--- src/rtl/tsn_sp_grant_fsm.sv ---
// Strict-priority grant stage behind the Qav credit manager.
// Grants one queue per frame, holds it until the last beat, then enforces an inter-frame gap.
module tsn_sp_grant_fsm #(
    parameter int PORT_FIFO_PRI_NUM = 8,
    parameter int WAIT_TIMEOUT      = 64,
    parameter int IFG_CYCLES        = 2
) (
    input  logic                       i_clk,
    input  logic                       i_rst,
    input  logic [PORT_FIFO_PRI_NUM:0] i_queque,
    input  logic                       i_queque_vld,
    input  logic [PORT_FIFO_PRI_NUM:0] i_fifoc_empty,
    input  logic [PORT_FIFO_PRI_NUM:0] i_gate_state,
    input  logic                       i_pmac_tx_axis_valid,
    input  logic                       i_pmac_tx_axis_ready,
    input  logic                       i_pmac_tx_axis_last,
    output logic [PORT_FIFO_PRI_NUM:0] o_scheduing_rst,
    output logic                       o_scheduing_rst_vld,
    output logic                       o_busy,
    output logic                       o_timeout_err
);

    localparam int W = PORT_FIFO_PRI_NUM + 1;
    localparam logic [15:0] TO_LAST  = 16'(WAIT_TIMEOUT - 1);
    localparam logic [15:0] GAP_LAST = 16'(IFG_CYCLES - 1);

    typedef enum logic [1:0] {
        IDLE,
        WAIT_SOF,
        TX,
        GAP
    } state_t;

    state_t         state;
    logic [W-1:0]   cand;
    logic [W-1:0]   eligible;
    logic [W-1:0]   grant;
    logic [15:0]    cnt;
    logic [15:0]    cnt_inc;
    logic           beat;

    assign eligible = cand & i_gate_state & ~i_fifoc_empty;
    assign beat     = i_pmac_tx_axis_valid & i_pmac_tx_axis_ready;
    assign cnt_inc  = (cnt == 16'hFFFF) ? cnt : cnt + 16'd1;
    assign o_busy   = (state != IDLE);

    // Later (higher) indices overwrite, so the highest eligible bit wins.
    always_comb begin
        grant = '0;
        for (int i = 0; i < W; i++) begin
            if (eligible[i]) begin
                grant    = '0;
                grant[i] = 1'b1;
            end
        end
    end

    always_ff @(posedge i_clk or negedge i_rst) begin
        if (!i_rst) begin
            state               <= IDLE;
            cand                <= '0;
            cnt                 <= '0;
            o_scheduing_rst     <= '0;
            o_scheduing_rst_vld <= 1'b0;
            o_timeout_err       <= 1'b0;
        end else begin
            if (i_queque_vld)
                cand <= i_queque;
            o_scheduing_rst_vld <= 1'b0;
            o_timeout_err       <= 1'b0;
            unique case (state)
                IDLE: begin
                    if (|eligible) begin
                        o_scheduing_rst     <= grant;
                        o_scheduing_rst_vld <= 1'b1;
                        cnt                 <= '0;
                        state               <= WAIT_SOF;
                    end
                end
                WAIT_SOF: begin
                    // A beat on the terminal-count cycle wins over the timeout.
                    if (beat) begin
                        cnt   <= '0;
                        state <= i_pmac_tx_axis_last ? GAP : TX;
                    end else if (cnt_inc >= TO_LAST) begin
                        o_timeout_err <= 1'b1;
                        cnt           <= '0;
                        state         <= IDLE;
                    end else begin
                        cnt <= cnt_inc;
                    end
                end
                TX: begin
                    if (beat && i_pmac_tx_axis_last) begin
                        cnt   <= '0;
                        state <= GAP;
                    end
                end
                GAP: begin
                    if (cnt >= GAP_LAST) begin
                        cnt   <= '0;
                        state <= IDLE;
                    end else begin
                        cnt <= cnt_inc;
                    end
                end
                default: state <= IDLE;
            endcase
        end
    end

endmodule
--- config.mk ---
export PLATFORM = sky130hd
export DESIGN_NAME = tsn_sp_grant_fsm
export DESIGN_NICKNAME = d
export VERILOG_FILES = /design/src/rtl/tsn_sp_grant_fsm.sv
export SDC_FILE = /design/constraint.sdc
export NUM_CORES = 1
export LEC_CHECK = 0
export ABC_AREA = 0
export CORE_ASPECT_RATIO = 1.5
export CORE_MARGIN = 8
export CORE_UTILIZATION = 50
export DETAILED_ROUTE_END_ITERATION = 8
export GPL_ROUTABILITY_DRIVEN = 0
export PLACE_DENSITY = 0.75
export SYNTH_ARGS = -nofsm -noshare
export SYNTH_HDL_FRONTEND = slang
export SYNTH_SLANG_ARGS = --single-unit
--- constraint.sdc ---
create_clock -name i_clk -period 3.2 [get_ports i_clk]
set_input_delay 0.8 -clock i_clk [delete_from_list [all_inputs] [get_ports i_clk]]
set_output_delay 0.8 -clock i_clk [all_outputs]
set_load 0.01 [all_outputs]
==> key figures, run 1 <==
Setup path
  • Dominant cell type by count on the critical path: sky130_fd_sc_hd__nor4_4
  • Crit. End Element: register
  • Startpoint-to-endpoint class of the critical path: register to register
  • CP Data Required Time: 3.39 ns
  • Signal arrival time at the worst endpoint: 2.87 ns
  • Type of element launching the critical path: register
  • Critical path fanouts, max: 6
  • Critical path's largest stage delay: roughly 0.46 ns
  • CP max stage cell: sky130_fd_sc_hd__dfrtp_1
  • Sequence of cells on the critical path: ha_1, nand3_1, nor4_4, mux2i_1, o2111ai_2, nor4_4, nor2_1, o32ai_2

Logic synthesis
  • Gate Count Post-Synth: 203
  • Sequential-to-total area share from yosys stat: a little under half
  • Flip-flop and latch count after synthesis: 38
  • Post-synth EDFFs: 0
  • Synthesized Nets: approximately 240
  • Fraction of post-synthesis cell area in the top cell type by area: between 40% and 50%
  • Mapped Avg Cell Area: between 10 and 15 um2
  • Dominant synthesized flop cell: sky130_fd_sc_hd__dfrtp_1
  • Async SR Flop Fraction: between 90% and 100%
  • Library cell with the largest summed area after synthesis: sky130_fd_sc_hd__dfrtp_1
  • Top cell types by occurrence after synthesis: sky130_fd_sc_hd__dfrtp_1 (38), sky130_fd_sc_hd__nand2_1 (25), sky130_fd_sc_hd__nor2_1 (13)
  • Leading post-synthesis cells by cell area: sky130_fd_sc_hd__dfrtp_1 (46%), sky130_fd_sc_hd__mux2_2 (5.0%), sky130_fd_sc_hd__nand2_1 (4.6%)
  • Distinct cells, synth: 46
  • Post-synthesis cell area: around 2000 um2
  • Most repeated cell in the gate-level netlist after synthesis: sky130_fd_sc_hd__dfrtp_1
  • Number of warnings reported in the yosys synthesis log: 0

GRT
  • Maximum number of pins on one net before global-route repair: 39
  • GRT overflow: 0
  • Global router's overall resource usage: 15.6%
  • Antenna violations before repair: 0
  • First-pass GRT wire length: around 7.9 mm
  • Number of global-route vias before repair: roughly 1700

CTS
  • Hold-fix buffer count after cts: 0
  • H-Tree Depth: 2
  • Insertion delay to the later sink of the worst-skew pair: between 0.2 and 0.3 ns
  • Clock root buffer master: sky130_fd_sc_hd__clkbuf_8
  • TritonCTS clock tree: yes
  • Cts bufs inserted: 5
  • Number of sinks handled by clock tree synthesis: 38
  • Maximum clock path buffer count: 2
  • Number of buffers added for setup after CTS: 0
  • Clock edge transition at the registers on the reported setup and hold paths: 0.07 ns
  • Post-CTS sizing: 0

Placement
  • Cell total after placement: approximately 290
  • Count of buffers inserted at the top-level ports: 44
  • Detailed placer's ending HPWL: 3.48 mm
  • Placement Setup Slack: 0.506 ns

Detailed routing
  • Wire per inst: 15.8 um
  • Number of DRC violations after detailed routing: 0
  • Final routed wirelength across all metal layers: 4.61 mm
  • Number of detailed-routing iterations run before antenna repair: 4
  • Antenna Nets Post-Route: 0
  • Total number of vias: 1699
  • Ratio of routed vias to standard cells: 5.82
  • Initial DRC Count: 205

Final layout
  • Utilization after layout: roughly two thirds
  • Inserted Diodes: 0
  • Layout cell share with drive strength beyond 1: approximately 11%
  • Filler Cells Inserted: between 300 and 400
  • Layout Cells excl Fill: about 290
  • Layout-stage area growth over the synthesis result: 26.7%
  • Number of nets in the layout: between 200 and 300

STA
  • Min cycle time layout: about 2.7 ns
  • Worst path setup slack after routing: 0.529 ns
  • Slew margin rel.: 45.2%
  • Max frequency: around 0.37 GHz
  • Number of slew-limit violations in the final report: 0
  • Portion of the clock cycle consumed by the worst path in the final layout: between 80% and 90%
  • Number of hold violations in the final report: 0
  • Post-route clock skew: between 0.004 and 0.005 ns
  • Final setup TNS: 0 ns
  • Setup repair after global routing missed its margin: false
  • Setup violation total in the final timing report: 0
  • Slew at the pin closest to its max-slew limit: just over 0.8 ns

Die
  • Chip width: 68.2 um
  • Floorplan die height: 94.4 um
  • Number of I/O pins: 45
  • Placeable core region: ~3900 um2
  • Initial core utilization: between 50% and 60%
  • Die Area: between 6000 and 7000 um2
  • Cell row count: 28

Power
  • Power density of the placed cells: between 500 and 600 nW/um2
  • Reported leakage power: around 1.1 nW
  • Fraction of power consumed by sequential logic: 42.9%
  • Share of power burned in combinational logic: 35.6%
  • Internal power: a little under 0.001 W
  • Final Total Pwr: 0.00150 W
  • Net switching power: around 0.0005 W
  • Portion of total power attributed to the clock network: roughly a fifth
  • Worst IR drop on VDD: between 0.5 and 0.6 mV
  • Sw Share: between 30% and 40%

Outcome
  • Status: finished clean

Job
  • Maximum Capacitance Violations: 0

Min path
  • Kind of path behind the tightest hold check: register to register
[flip-flops by register name (all words and copies together), names as in the netlist, named ones only]
signal,flops
o_scheduing_rst_vld,1
cand,9
o_timeout_err,1
state,1
o_scheduing_rst,9
cnt,16
[cells by family (layout without fill, tap and decap cells)]
| family | Yosys count | after routing | synth area share, % |
|---|---|---|---|
| and+or+nand+nor | 106 | 106 | 31.1 |
| xor gates and xnor gates | 3 | 3 | 1.28 |
| muxes | 11 | 11 | 5.93 |
| adders and majority gates | 3 | 3 | 1.83 |
| AOI/OAI and AO/OA | 30 | 30 | 10.7 |
| DFF | 38 | 38 | 46.5 |
| buffers and inverters | 12 | 56 | 2.69 |
[final cells by class]
| class | count | area [um2] | share of cell area [%] |
|---|---|---|---|
| multi-input combinational | 153 | 1040 | 40.2 |
| sequential | 38 | 951 | 36.7 |
| timing repair buffer | 45 | 443 | 17.1 |
| clock buffer | 6 | 82.6 | 3.19 |
| tap | 45 | 56.3 | 2.17 |
| inverter | 5 | 18.8 | 0.724 |
[layer usage]
layer	vias up	track usage (%)	part of all wire [%]
li1	834	-	-
met2	63	25.5	51
met3	11	5.81	6.6
met4	0	7.38	2.5
met1	791	17.3	40
met5	-	0	0
[cell usage in the layout (no fill, tap or decap), types with 3 or more instances in the layout]
cell type	netlist	final
sky130_fd_sc_hd__ha_1	3	3
sky130_fd_sc_hd__mux2_2	9	9
sky130_fd_sc_hd__nor3_1	5	5
sky130_fd_sc_hd__o31ai_1	5	5
sky130_fd_sc_hd__a21oi_1	3	3
sky130_fd_sc_hd__xnor2_1	3	3
sky130_fd_sc_hd__nor2_1	13	13
sky130_fd_sc_hd__inv_1	5	5
sky130_fd_sc_hd__nand3_1	12	12
sky130_fd_sc_hd__nand2_1	25	25
sky130_fd_sc_hd__a211oi_1	3	3
sky130_fd_sc_hd__nand3b_1	10	10
sky130_fd_sc_hd__dfrtp_1	38	38
sky130_fd_sc_hd__nor4_1	6	6
sky130_fd_sc_hd__nand2b_1	3	3
sky130_fd_sc_hd__clkbuf_8	0	6
sky130_fd_sc_hd__and4_1	5	5
sky130_fd_sc_hd__and2_1	10	10
sky130_fd_sc_hd__o21ai_0	6	6
sky130_fd_sc_hd__clkdlybuf4s50_1	0	43
[critical path, delay by kind of cell, from the launching register on]
kind	cells	cell delay, ns
compound gates	2	0.44
fa+ha+maj	1	0.31
flops	1	0.46
mux	1	0.26
simple gates	4	1.09
[metrics by stage]
step | hold WS [ns] | area (um2)
6_report | 0.475 | 2590
4_1_cts | 0.486 | 2590
3_5_place_dp | 0.468 | 2510
2_1_floorplan | 0.481 | 2050
3_3_place_gp | 0.459 | 2510
5_1_grt | 0.506 | 2590
[final timing paths]
check | start | slack, ns | cells past startpoint | to
max | cnt[0] | 0.53 | 8 | cnt[5]
min | o_scheduing_rst[4] | 0.48 | 2 | o_scheduing_rst[4]
max reg2reg | cnt[0] | 0.53 | 8 | cnt[5]
min reg2reg | o_scheduing_rst[4] | 0.48 | 2 | o_scheduing_rst[4]
max in group asynchronous | i_rst | 2.07 | 1 | o_scheduing_rst[0]
min in group asynchronous | i_rst | 0.61 | 1 | cnt[9]
[power groups by stage]
| stage | combinational [W] | sequential, W | clock [W] |
|---|---|---|---|
| 5_1_grt | 0.000587 | 0.000656 | 0.000351 |
| 3_5_place_dp | 0.000530 | 0.000649 | 0 |
| 3_3_place_gp | 0.000527 | 0.000647 | 0 |
| 6_report | 0.000534 | 0.000644 | 0.000321 |
| 2_1_floorplan | 0.000297 | 0.000649 | 0 |
| 4_1_cts | 0.000537 | 0.000643 | 0.000330 |
Power figures use the tool's default switching activity.
==> inputs of run 2 (changes only) <==
Settings changed: CORE_UTILIZATION 50 to 45, PLACE_DENSITY 0.75 to 0.71.
Clock period 3.2 ns to 2.4 ns, I/O delays scaled along.
==> run 2 against run 1 <==
Final cell count increased by 12%. Sequential share of layout area decreased by 4.5 points. Cell area increased by 14%. Global-route usage increased by 0.14 points. Sequential power increased by 31%. Count of clock-buffer cells in the layout unchanged. Largest cell class unchanged.
==> key figures, run 2 (synthesized netlist as in run 1, its figures left out) <==
STA
  • Setup repair after global routing missed its margin: true
  • Number of slew-limit violations in the final report: 0 (unchanged)
  • Worst path setup slack after routing: 0.0609 ns (-0.468 ns)
  • Number of hold violations in the final report: 0 (unchanged)
  • Portion of the clock cycle consumed by the worst path in the final layout: 97.5% (+14 points)
  • Post-route clock skew: 0.00814 ns (+0.00354 ns)
  • Slew at the pin closest to its max-slew limit: 0.595 ns (-0.227 ns)
  • Slew margin rel.: 60.3% (+15 points)
  • Setup violation total in the final timing report: 0 (unchanged)
  • Min cycle time layout: 2.34 ns (-0.332 ns)
  • Max frequency: 0.428 GHz (+14%)

CTS
  • Number of sinks handled by clock tree synthesis: 38 (unchanged)
  • H-Tree Depth: 2 (unchanged)
  • TritonCTS clock tree: yes
  • Maximum clock path buffer count: 2 (unchanged)
  • Insertion delay to the later sink of the worst-skew pair: 0.29 ns (about the same)
  • Cts bufs inserted: 5 (unchanged)
  • Clock root buffer master: sky130_fd_sc_hd__clkbuf_8
  • Clock edge transition at the registers on the reported setup and hold paths: 0.08 ns (about the same)

Setup path
  • Critical path fanouts, max: 5 (-1)
  • Signal arrival time at the worst endpoint: 2.51 ns (-0.36 ns)
  • CP Data Required Time: 2.57 ns (-0.82 ns)
  • Sequence of cells on the critical path: buf_4, nand4_4, o31a_1, nor3_1, o2111ai_2, nor4_4, nor3_2, nor4_2
  • End of the worst register-to-register path: cnt[3]
  • Origin of the critical flop-to-flop path: cnt[1]
  • Cell count of the worst reg-to-reg path: 8 (unchanged)
  • Delay-heaviest family, CP: simple AND/OR/NAND/NOR gates
  • Critical path's largest stage delay: 0.40 ns (-0.06 ns)
  • Type of element launching the critical path: register
  • WP buf/inv: 1 (+1)
  • Crit. End Element: register
  • CP max stage cell: sky130_fd_sc_hd__dfrtp_1
  • Setup slack of the most critical reg-to-reg path: 0.06 ns (-0.47 ns)
  • Startpoint-to-endpoint class of the critical path: register to register

Placement
  • Placement Setup Slack: -0.0756 ns (-0.582 ns)
  • Count of buffers inserted at the top-level ports: 44 (unchanged)
  • Detailed placer's ending HPWL: 4.02 mm (+16%)

Final layout
  • Commonest non-fill, non-tap cells in the layout: sky130_fd_sc_hd__clkdlybuf4s50_1 (43), sky130_fd_sc_hd__dfrtp_1 (37), sky130_fd_sc_hd__buf_4 (29)
  • Number of flip-flops in the largest register: 16 (unchanged)
  • Inserted Diodes: 0 (unchanged)
  • Most frequent standard cell in the layout excluding fill and tap cells: sky130_fd_sc_hd__clkdlybuf4s50_1
  • Largest regs: cnt (16), cand (9), o_scheduing_rst (9)
  • Largest register by flop count: cnt
  • Number of nets in the layout: 313 (+10%)
  • Utilization after layout: 66.2% (+0.15 points)
  • Layout-stage area growth over the synthesis result: 44.5%
  • Layout cell share with drive strength beyond 1: 24.1% (+13 points)

Power
  • Reported leakage power: 1.28 nW (+18%)
  • Power density of the placed cells: 815 nW/um2 (+41%)
  • Worst IR drop on VDD: 0.548 mV (+7.2%)

GRT
  • Maximum number of pins on one net before global-route repair: 17 (-56%)
  • GRT overflow: 0 (unchanged)
  • Antenna violations before repair: 0 (unchanged)
  • Global router's overall resource usage: 15.8% (+0.14 points)
  • First-pass GRT wire length: 8.94 mm (+13%)
  • Number of global-route vias before repair: 1941 (+11%)

Min path
  • Kind of path behind the tightest hold check: primary input to async pin

Outcome
  • Status: finished clean

Die
  • Initial core utilization: 45.8% (-6.3 points)
  • Chip width: 71.1 um (+4.1%)
  • Floorplan die height: 98.6 um (+4.5%)
  • Cell row count: 30 (+7.1%)
  • Number of I/O pins: 45 (unchanged)
  • Die Area: 7010 um2 (+8.8%)
  • Placeable core region: 4470 um2 (+14%)

Detailed routing
  • Initial DRC Count: 81 (-60%)
  • Ratio of routed vias to standard cells: 5.56 (-4.4%)
  • Total number of vias: 1813 (+6.7%)
  • Final routed wirelength across all metal layers: 5.17 mm (+12%)
  • Wire per inst: 15.9 um (+0.41%)
  • Number of DRC violations after detailed routing: 0 (unchanged)
  • Antenna Nets Post-Route: 0 (unchanged)
  • Number of detailed-routing iterations run before antenna repair: 4 (unchanged)

Job
  • Maximum Capacitance Violations: 0 (unchanged)
[run 2: cell types whose count changed in the layout (fill, tap and decap cells not counted), sizes merged]
cell and change:
buf +29, bufinv +2
[run 2: final cells by class]
| class | instances | area [um2] |
|---|---|---|
| fillers | 370 | 1510 |
| multi-input cells | 153 | 1110 |
| flip-flops and latches | 38 | 952 |
| repair buffers | 74 | 673 |
| clock buffers | 6 | 82.6 |
| clock inverters | 2 | 60.1 |
| well taps | 48 | 60.1 |
| inverters | 5 | 18.8 |
[run 2: through the flow]
step / instances / setup TNS, ns / hold slack, ns / total power, W / area, um2
6_report: 326 / 0 / 0.184 / 0.00241 / 2960
5_1_grt: 326 / -0.248 / 0.200 / 0.00256 / 2960
4_1_cts: 325 / 0 / 0.186 / 0.00240 / 2900
3_5_place_dp: 315 / -0.0849 / 0.466 / 0.00170 / 2720
3_3_place_gp: 315 / 0 / 0.458 / 0.00169 / 2720
2_1_floorplan: 203 / 0 / 0.304 / 0.00126 / 2050
[run 2: how the worst max path moves through the flow]
stage                      from      to  slack [ns]  cells after the start
4_1_cts                  cnt[0]  cnt[3]        0.01                      9
3_3_place_gp   i_fifoc_empty[7]  cnt[3]        0.02                      8
5_1_grt                  cnt[1]  cnt[3]       -0.11                      8
2_1_floorplan            cnt[0]  cnt[5]        0.03                      8
3_5_place_dp   i_fifoc_empty[7]  cnt[3]       -0.08                      8
6_report                 cnt[1]  cnt[3]        0.06                      8
[run 2: power by group]
part	leakage [nW]	switching, W	internal [W]	total, W
clock	0.0714	0.000233	0.000444	0.000677
combinational	0.706	0.000428	0.000460	0.000888
sequential	0.498	0.0000952	0.000751	0.000846
total	1.28	0.000756	0.00165	0.00241
[run 2: repair_timing]
| action | CTS | global route |
|---|---|---|
| setup buffers | 2 | 1 |
| endpoints found under the setup margin | 3 | 7 |
| hold buffers | 0 | 0 |
| gates resized for setup | 3 | 9 |
| pin swaps | 5 | 9 |
[run 2: worst register-to-register path, cell delays in order (launching register included)]
cell and delay, ns:
sky130_fd_sc_hd__dfrtp_1 0.40, sky130_fd_sc_hd__buf_4 0.17, sky130_fd_sc_hd__nand4_4 0.14, sky130_fd_sc_hd__o31a_1 0.32
sky130_fd_sc_hd__nor3_1 0.21, sky130_fd_sc_hd__o2111ai_2 0.19, sky130_fd_sc_hd__nor4_4 0.38, sky130_fd_sc_hd__nor3_2 0.09
sky130_fd_sc_hd__nor4_2 0.32
[run 2: layer usage]
layer  share of wire (%)  GRT usage, %  vias to the layer above
met5                   0             0                        -
met4                 2.6          7.09                        0
met3                 6.1          5.69                       13
met2                  55          27.7                       48
met1                  37          16.1                      864
li1                    -             -                      888
==> inputs of run 3 (changes only) <==
Settings changed: CTS_CLUSTER_SIZE set to 40.
==> results of run 3 <==
No change in the layout: final DEF, timing and power equal those of run 2.
